[src/rtl/dtop_sweeper.sv]
// Self-test sequencer around dtop: holds scin at a seed, steps cntrl 0..last,
// and folds each settled scout word into a MISR signature.
module dtop_sweeper #(
  parameter int             SC_W    = 37,
  parameter int             CNTRL_W = 8,
  parameter int             DWELL   = 2,
  parameter logic [SC_W-1:0] POLY   = 37'h0000000065
) (
  input  logic               clk,
  input  logic               rst_n,
  input  logic               start,
  input  logic [SC_W-1:0]    seed,
  input  logic [CNTRL_W-1:0] last_cntrl,
  output logic [SC_W-1:0]    scin,
  output logic [CNTRL_W-1:0] cntrl,
  input  logic [SC_W-1:0]    scout,
  output logic               busy,
  output logic               done,
  output logic [SC_W-1:0]    signature,
  output logic [CNTRL_W:0]   step_count
);

  typedef enum logic [1:0] {
    IDLE,
    RUN,
    DONE
  } state_t;

  localparam logic [3:0] DWELL_LAST = 4'(DWELL - 1);

  state_t             state;
  state_t             state_next;
  logic [3:0]         dwell;
  logic [CNTRL_W-1:0] last_q;
  logic               accept;
  logic               sample;
  logic               final_sample;
  logic [SC_W-1:0]    misr_next;

  assign accept       = (state == IDLE) && start;
  assign sample       = (state == RUN) && (dwell == DWELL_LAST);
  assign final_sample = sample && (cntrl == last_q);

  assign busy = (state == RUN);
  assign done = (state == DONE);

  // MSB is discarded by the shift; when it was set, the taps fold back in.
  always_comb begin
    misr_next = {signature[SC_W-2:0], 1'b0} ^ scout;
    if (signature[SC_W-1]) misr_next = misr_next ^ POLY;
  end

  // NOTE: state_next is given a default before the case so no path leaves it
  // unassigned; otherwise synthesis infers a latch.
  always_comb begin
    state_next = state;
    case (state)
      IDLE:    if (start) state_next = RUN;
      RUN:     if (final_sample) state_next = DONE;
      DONE:    state_next = IDLE;
      default: state_next = IDLE;
    endcase
  end

  // NOTE: sequential state uses non-blocking assignments so every register
  // samples the pre-edge values of the others, independent of statement order.
  always_ff @(posedge clk or negedge rst_n) begin
    if (!rst_n) state <= IDLE;
    else        state <= state_next;
  end

  always_ff @(posedge clk or negedge rst_n) begin
    if (!rst_n) begin
      scin       <= '0;
      cntrl      <= '0;
      last_q     <= '0;
      signature  <= '0;
      step_count <= '0;
      dwell      <= '0;
    end else if (accept) begin
      scin       <= seed;
      cntrl      <= '0;
      last_q     <= last_cntrl;
      signature  <= '0;
      step_count <= '0;
      dwell      <= '0;
    end else if (sample) begin
      signature  <= misr_next;
      step_count <= step_count + (CNTRL_W + 1)'(1);
      if (!final_sample) begin
        cntrl <= cntrl + CNTRL_W'(1);
        dwell <= '0;
      end
    end else if (state == RUN) begin
      dwell <= dwell + 4'd1;
    end
  end

endmodule

[config.mk]
export PLATFORM = sky130hd
export DESIGN_NAME = dtop_sweeper
export DESIGN_NICKNAME = d
export VERILOG_FILES = /design/src/rtl/dtop_sweeper.sv
export SDC_FILE = /design/constraint.sdc
export NUM_CORES = 1
export LEC_CHECK = 0
export ABC_AREA = 1
export CAP_MARGIN = 10
export CORE_UTILIZATION = 45
export CTS_CLUSTER_SIZE = 25
export DETAILED_ROUTE_END_ITERATION = 10
export HOLD_SLACK_MARGIN = 0.08
export PLACE_DENSITY_LB_ADDON = 0.12
export SLEW_MARGIN = 40
export SYNTH_ARGS = -nofsm -noshare
export SYNTH_HDL_FRONTEND = slang
export SYNTH_SLANG_ARGS = --single-unit
[constraint.sdc]
create_clock -name clk -period 1.8 [get_ports clk]
set_input_delay 0.27 -clock clk [delete_from_list [all_inputs] [get_ports clk]]
set_output_delay 0.27 -clock clk [all_outputs]
set_load 0.01 [all_outputs]
==> results.sh, run 1 <==
export IMPL_run_status="finished clean"
export IMPL_crit_path_max_fanout=3
export IMPL_fmax_mhz=579
export IMPL_clock_path_buffers=2
export IMPL_crit_end="done"
export IMPL_fin_crit_sh=0.960
export IMPL_synthesis_nets=648
export IMPL_start_kind="flip-flop"
export IMPL_antenna_found_initial=0
export IMPL_synth_edf_count=0
export IMPL_area_delta_synth_final_pct=44.7
export IMPL_track_usage=0.224
export IMPL_synth_warnings=0
export IMPL_grt_first_pass_wirelength_um=19600
export IMPL_cap_violations=0
export IMPL_ys_flop_type="dfrtp_1"
export IMPL_yosys_area_share_simple=0.240
export IMPL_synth_fa_ha_area_frac=0.0104
export IMPL_cts_tree="yes"
export IMPL_critPathKind="reg2out"
export IMPL_cp_arrival_ns=1.46
export IMPL_postRouteAntennaNets=0
export IMPL_hold_class="in2async"
export IMPL_synth_largest_area_cell="dfrtp_1"
export IMPL_io_pins=178
export IMPL_worst_pin_slew_ns=0.419
export IMPL_die_height_um=105
export IMPL_cts_root_buf="clkbuf_8"
export IMPL_start_util=0.466
export IMPL_drc_errors=0
export IMPL_synth_cells=559
export IMPL_synth_mux_area_frac=0
export IMPL_cts_htree_levels=3
export IMPL_rr_worst_depth=9
export IMPL_synth_compound_area_frac=0.0650
export IMPL_drt_iter0_markers=186
export IMPL_fin_hold_ws_ns=0.270
export IMPL_ys_async_sr_fraction=1.00
export IMPL_diodes=0
export IMPL_slew_violations=0
export IMPL_grt_max_degree=63
export IMPL_num_rows=37
export IMPL_finalHoldViolations=0
export IMPL_skew_ns=0.00789
export IMPL_die_area_um2=11100
export IMPL_grt_overflow_total=0
export IMPL_p_leak_uw=0.00320
export IMPL_reg2reg_from="dwell[1]$_DFFE_PN0P_"
export IMPL_fin_ws_ns=0.0721
export IMPL_end_kind="output pin"
export IMPL_clock_sinks=105
export IMPL_final_nets=824
export IMPL_hpwl_um=8310
export IMPL_synth_seq_cells=105
export IMPL_dr_pass1_iters=7
export IMPL_drive_above_1_share=0.0608
export IMPL_core_area_um2=10300
export IMPL_grt_pass1_vias=4108
export IMPL_synth_top_family_by_area="simple AND/OR/NAND/NOR gates"
export IMPL_synth_top_cells_by_area="dfrtp_1, nand2_1, xnor2_1, o21ai_1, inv_1"
export IMPL_synth_common_cells="nand2_1, dfrtp_1, xnor2_1"
export IMPL_synth_most_common_cell="nand2_1"
export IMPL_clk_insertion_delay_late_ns=0.37
export IMPL_clk_pin_slew_worst_paths_ns=0.11
export IMPL_fin_setup_tns_ns=0
export IMPL_synthXorXnorAreaFrac=0.0838
export IMPL_io_buffer_count=177
export IMPL_vias=4192
export IMPL_r2r_end="step_count[6]$_DFFE_PN0P_"
export IMPL_wl_per_cell_um=13.4
export IMPL_cts_setup_buffers=0
export IMPL_syn_area_um2=4810
export IMPL_finalWirelength_um=11700
export IMPL_syn_area_per_cell_um2=8.60
export IMPL_finalCriticalPeriod_ns=1.73
export IMPL_rsz0062_at_grt="false"
export IMPL_peakVddDrop_mv=0.780
export IMPL_ys_types=29
export IMPL_place_congestion=0.769
export IMPL_yosysSeqAreaShare=0.546
export IMPL_setup_viol=0
export IMPL_worstSetupStartpoint="state[0]$_DFFE_PN0P_"
export IMPL_worstPathRequired_ns=1.53
export IMPL_n_fill_cell=824
export IMPL_r2r_slack_ns=0.23
export IMPL_numCtsBuffers=9
export IMPL_synth_top_cell_area_share=0.546
export IMPL_slew_headroom=0.721
export IMPL_die_x_um=105
export IMPL_dp_slack_ns=0.0732
export IMPL_p_per_area_nw_per_um2=1640
export IMPL_viasPerCell=4.79
routing by layer:
layer	wire, um	GRT usage	vias to the layer above
li1	-	-	2084
met1	5320	0.298	1941
met2	5400	0.352	156
met3	888	0.0544	11
met4	140	0.0885	0
met5	0	0	-
cells in the final DEF (no fill, tap or decap), drive strengths merged, types with 5 or more instances in the layout:
master	n
buf	9
clkbuf	9
clkdlybuf4s50	175
dfrtp	105
inv	42
nand2	230
nand3	23
nor2	20
nor3	5
o21ai	52
xnor2	42
kinds of logic (layout without fill, tap and decap cells):
kind of cell,count (synthesis),after routing
AOI/OAI and AO/OA,58,58
xor gates and xnor gates,46,46
adders and majority gates,4,4
buffers and inverters,62,243
DFF,105,105
and+or+nand+nor,284,284
power breakdown:
| part | internal, uW | leakage, uW | switching (uW) |
|---|---|---|---|
| Clock | 658 | 0.0000977 | 853 |
| Combinational | 2870 | 0.00178 | 2790 |
| Sequential | 3390 | 0.00133 | 856 |
state kept, by name, summed over array words and instances, names as in the netlist:
signal,cells
scin,37
last_q,8
step_count,9
cntrl,8
state,2
signature,37
dwell,4
layout make-up:
type / instances / area (um2) / share of cell area
clock inverters: 7 / 78.8 / 0.0113
multi-input cells: 392 / 1920 / 0.276
well taps: 136 / 170 / 0.0244
repair buffers: 186 / 1880 / 0.269
inverters: 41 / 159 / 0.0228
clock buffers: 9 / 124 / 0.0178
flip-flops and latches: 105 / 2630 / 0.378
through the flow:
step                      power [uW]  utilization  std cells  cell area (um2)
after detailed placement        9990        0.653        859             6750
after global placement          9810        0.653        859             6750
after CTS                      11500        0.674        876             6960
after global routing           12400        0.674        876             6960
after floorplan                 7360            -        559             4810
final                          11400        0.674        876             6960
worst max-delay path, cell delays in order, from the launching register on:
cell and delay [ns]:
dfrtp_1 0.41, nor2_1 0.11, clkdlybuf4s50_1 0.57
worst min path at each step:
stage / start / to / slack [ns] / cells after the start
finish: rst_n / signature[29]$_DFFE_PN0P_ / 0.27 / 2
CTS: rst_n / signature[29]$_DFFE_PN0P_ / 0.23 / 2
global route: rst_n / signature[29]$_DFFE_PN0P_ / 0.25 / 2
global placement: rst_n / signature[30]$_DFFE_PN0P_ / 0.09 / 1
detailed placement: rst_n / signature[29]$_DFFE_PN0P_ / 0.09 / 1
floorplan: rst_n / cntrl[0]$_DFFE_PN0P_ / -0.03 / 0
repair_timing:
item	4_1_cts	5_1_grt
setup endpoints to repair	1	9
endpoints found under the hold margin	105	0
cloned	0	0
gates resized for setup	1	4
hold buffers	1	0
(Power assumes the default switching activity.)
==> inputs of run 2 (changes only) <==
- ABC_AREA: 1 -> default
- CORE_UTILIZATION: 45 -> 44
- CTS_CLUSTER_SIZE: 25 -> 14
==> run 2 against run 1 <==
  * Power shrank 3.4%
  * Critical endpoint is now cntrl[5]$_DFFE_PN0P_
  * Die area shrank 0.82%
  * Global-route usage shrank 1.2 points
  * Area after synthesis shrank 3.0%
  * Non-clock buffer count grew 13
  * Register-to-register slack lost 0.12 ns
  * Critical path depth grew 4
  * First-iteration DRC count shrank 12%
  * Synthesized cell count shrank 14%
  * Sequential share of layout area is essentially flat
  * Wire length shrank 5.3%
==> results.sh, run 2 <==
export IMPL_clock_sinks=105
export IMPL_hpwl_um=7750
export IMPL_synth_warnings=0
export IMPL_finalHoldViolations=0
export IMPL_slew_headroom=0.777
export IMPL_skew_ns=0.0136
export IMPL_die_height_um=105
export IMPL_place_inst=788
export IMPL_grt_overflow_total=0
export IMPL_synth_top_cell_area_share=0.563
export IMPL_p_leak_uw=0.00319
export IMPL_cp_arrival_ns=1.94
export IMPL_clk_insertion_delay_late_ns=0.36
export IMPL_numCtsBuffers=9
export IMPL_start_util=0.454
export IMPL_start_kind="flip-flop"
export IMPL_synth_cells=483
export IMPL_cpPeakStageDelay_ns=0.41
export IMPL_die_area_um2=11000
export IMPL_hold_class="in2async"
export IMPL_final_cells=808
export IMPL_syn_area_per_cell_um2=9.65
export IMPL_dr_pass1_iters=5
export IMPL_cts_htree_levels=3
export IMPL_setup_viol=0
export IMPL_synth_most_common_cell="nand2_1"
export IMPL_antenna_found_initial=0
export IMPL_yosysSeqAreaShare=0.563
export IMPL_top_regs="scin: 37 flops, signature: 37 flops, step_count: 9 flops"
export IMPL_worstPathRequired_ns=2.05
export IMPL_end_kind="flip-flop"
export IMPL_grt_pass1_vias=3846
export IMPL_synth_common_cells="nand2_1, dfrtp_1, nand3_1"
export IMPL_area_delta_synth_final_pct=49.4
export IMPL_layout_common_cells="clkdlybuf4s50_1, nand2_1, dfrtp_1"
export IMPL_ys_flop_type="dfrtp_1"
export IMPL_drc_errors=0
export IMPL_core_area_um2=10300
export IMPL_crit_path_max_fanout=7
export IMPL_vias=3897
export IMPL_fmax_mhz=591
export IMPL_grt_first_pass_wirelength_um=18500
export IMPL_io_pins=178
export IMPL_clk_pin_slew_worst_paths_ns=0.10
export IMPL_worst_pin_slew_ns=0.334
export IMPL_final_common_cell="clkdlybuf4s50_1"
export IMPL_fin_crit_sh=0.940
export IMPL_syn_area_um2=4660
export IMPL_grt_max_degree=81
export IMPL_cts_root_buf="clkbuf_8"
export IMPL_place_congestion=0.790
export IMPL_cts_tree="yes"
export IMPL_clock_path_buffers=2
export IMPL_synth_edf_count=0
export IMPL_io_buffer_count=177
export IMPL_ys_async_sr_fraction=1.00
export IMPL_fin_setup_tns_ns=0
export IMPL_num_rows=37
export IMPL_seq_area_um2=2630
export IMPL_slew_violations=0
export IMPL_synthesis_nets=572
export IMPL_cpMaxStageDelayCell="dfrtp_1"
export IMPL_viasPerCell=4.82
export IMPL_crit_chain="inv_1, ha_2, nand3_2, a41oi_4, nor2_1, a221o_1"
export IMPL_synth_top_cells_by_area="dfrtp_1, nand2_1, xnor2_1, nand3_1, o21ai_0"
export IMPL_drt_iter0_markers=164
export IMPL_multi_input_area_um2=1940
export IMPL_run_status="finished clean"
export IMPL_final_nets=756
export IMPL_die_x_um=105
export IMPL_cap_violations=0
export IMPL_finalWirelength_um=11100
export IMPL_wl_per_cell_um=13.8
export IMPL_p_per_area_nw_per_um2=1580
export IMPL_power_uw=11000
export IMPL_synth_seq_cells=105
export IMPL_synth_largest_area_cell="dfrtp_1"
export IMPL_n_fill_cell=832
export IMPL_critPathKind="reg2reg"
export IMPL_ys_types=40
export IMPL_track_usage=0.211
export IMPL_postRouteAntennaNets=0
export IMPL_post_route_util=0.678
export IMPL_peakVddDrop_mv=0.730
export IMPL_r2r_slack_ns=0.11
export IMPL_fin_hold_ws_ns=0.426
export IMPL_diodes=0
export IMPL_finalCriticalPeriod_ns=1.69
export IMPL_drive_above_1_share=0.0744
==> run 2: path summary, 6_finish.rpt <==
kind	to	cells after the start	startpoint
max	cntrl[5]$_DFFE_PN0P_	6	dwell[1]$_DFFE_PN0P_
min	scin[34]$_DFFE_PN0P_	3	rst_n
max reg2reg	cntrl[5]$_DFFE_PN0P_	6	dwell[1]$_DFFE_PN0P_
min reg2reg	scin[1]$_DFFE_PN0P_	2	scin[1]$_DFFE_PN0P_
max in group asynchronous	signature[36]$_DFFE_PN0P_	3	rst_n
min in group clk	scin[24]$_DFFE_PN0P_	3	seed[24]
==> run 2: logic make-up (layout without fill, tap and decap cells) <==
| kind of cell | after synthesis | count (layout) | share of synthesized area |
|---|---|---|---|
| simple gates | 233 | 233 | 0.218 |
| flops | 105 | 105 | 0.563 |
| xor+xnor | 56 | 56 | 0.105 |
| compound gates | 52 | 52 | 0.0644 |
| buf+inv | 27 | 216 | 0.0247 |
| mux | 6 | 6 | 0.0131 |
| fa+ha+maj | 4 | 4 | 0.0107 |
==> run 2: timing repair <==
action | in CTS | in global routing
gates resized for setup | 2 | 5
hold buffers | 1 | 0
setup endpoints to repair | 2 | 31
endpoints found under the hold margin | 105 | 0
pin swaps | 0 | 0
buffers inserted | 2 | 1
==> run 2: final cells by class <==
type,instances,area share
Clock buffer,12,0.0208
Inverter,1,0.000539
Sequential cell,105,0.377
Clock inverter,4,0.0110
Multi-Input combinational cell,351,0.278
Tap cell,136,0.0244
Timing Repair Buffer,199,0.288
==> run 2: per-stage QoR <==
step | instance area [um2] | worst slack (ns)
after floorplan | 4660 | 0.241
after global placement | 6690 | 0.0964
after detailed placement | 6690 | 0.0929
after CTS | 6940 | 0.0162
after global routing | 6970 | -0.00392
final | 6970 | 0.107
==> run 2: power by group <==
part / switching, uW / total [uW] / internal, uW
registers: 841 / 4260 / 3420
clock network: 786 / 1610 / 827
logic: 2280 / 5160 / 2890
total: 3900 / 11000 / 7130
==> run 2: per-layer routing <==
layer / up-vias / global-route usage / routed length [um]
li1: 1932 / - / -
met1: 1839 / 0.274 / 4910
met2: 112 / 0.343 / 5270
met3: 14 / 0.0624 / 794
met4: 0 / 0.0634 / 155
met5: - / 0 / 0
==> run 2: worst max-delay path, delay by kind of cell (launching register included) <==
family / cells / cell delay [ns]
flip-flops: 1 / 0.41
AND/OR/NAND/NOR: 2 / 0.25
buffers and inverters: 1 / 0.11
adder cells (fa/ha/maj): 1 / 0.21
AO/OA/AOI/OAI: 2 / 0.61
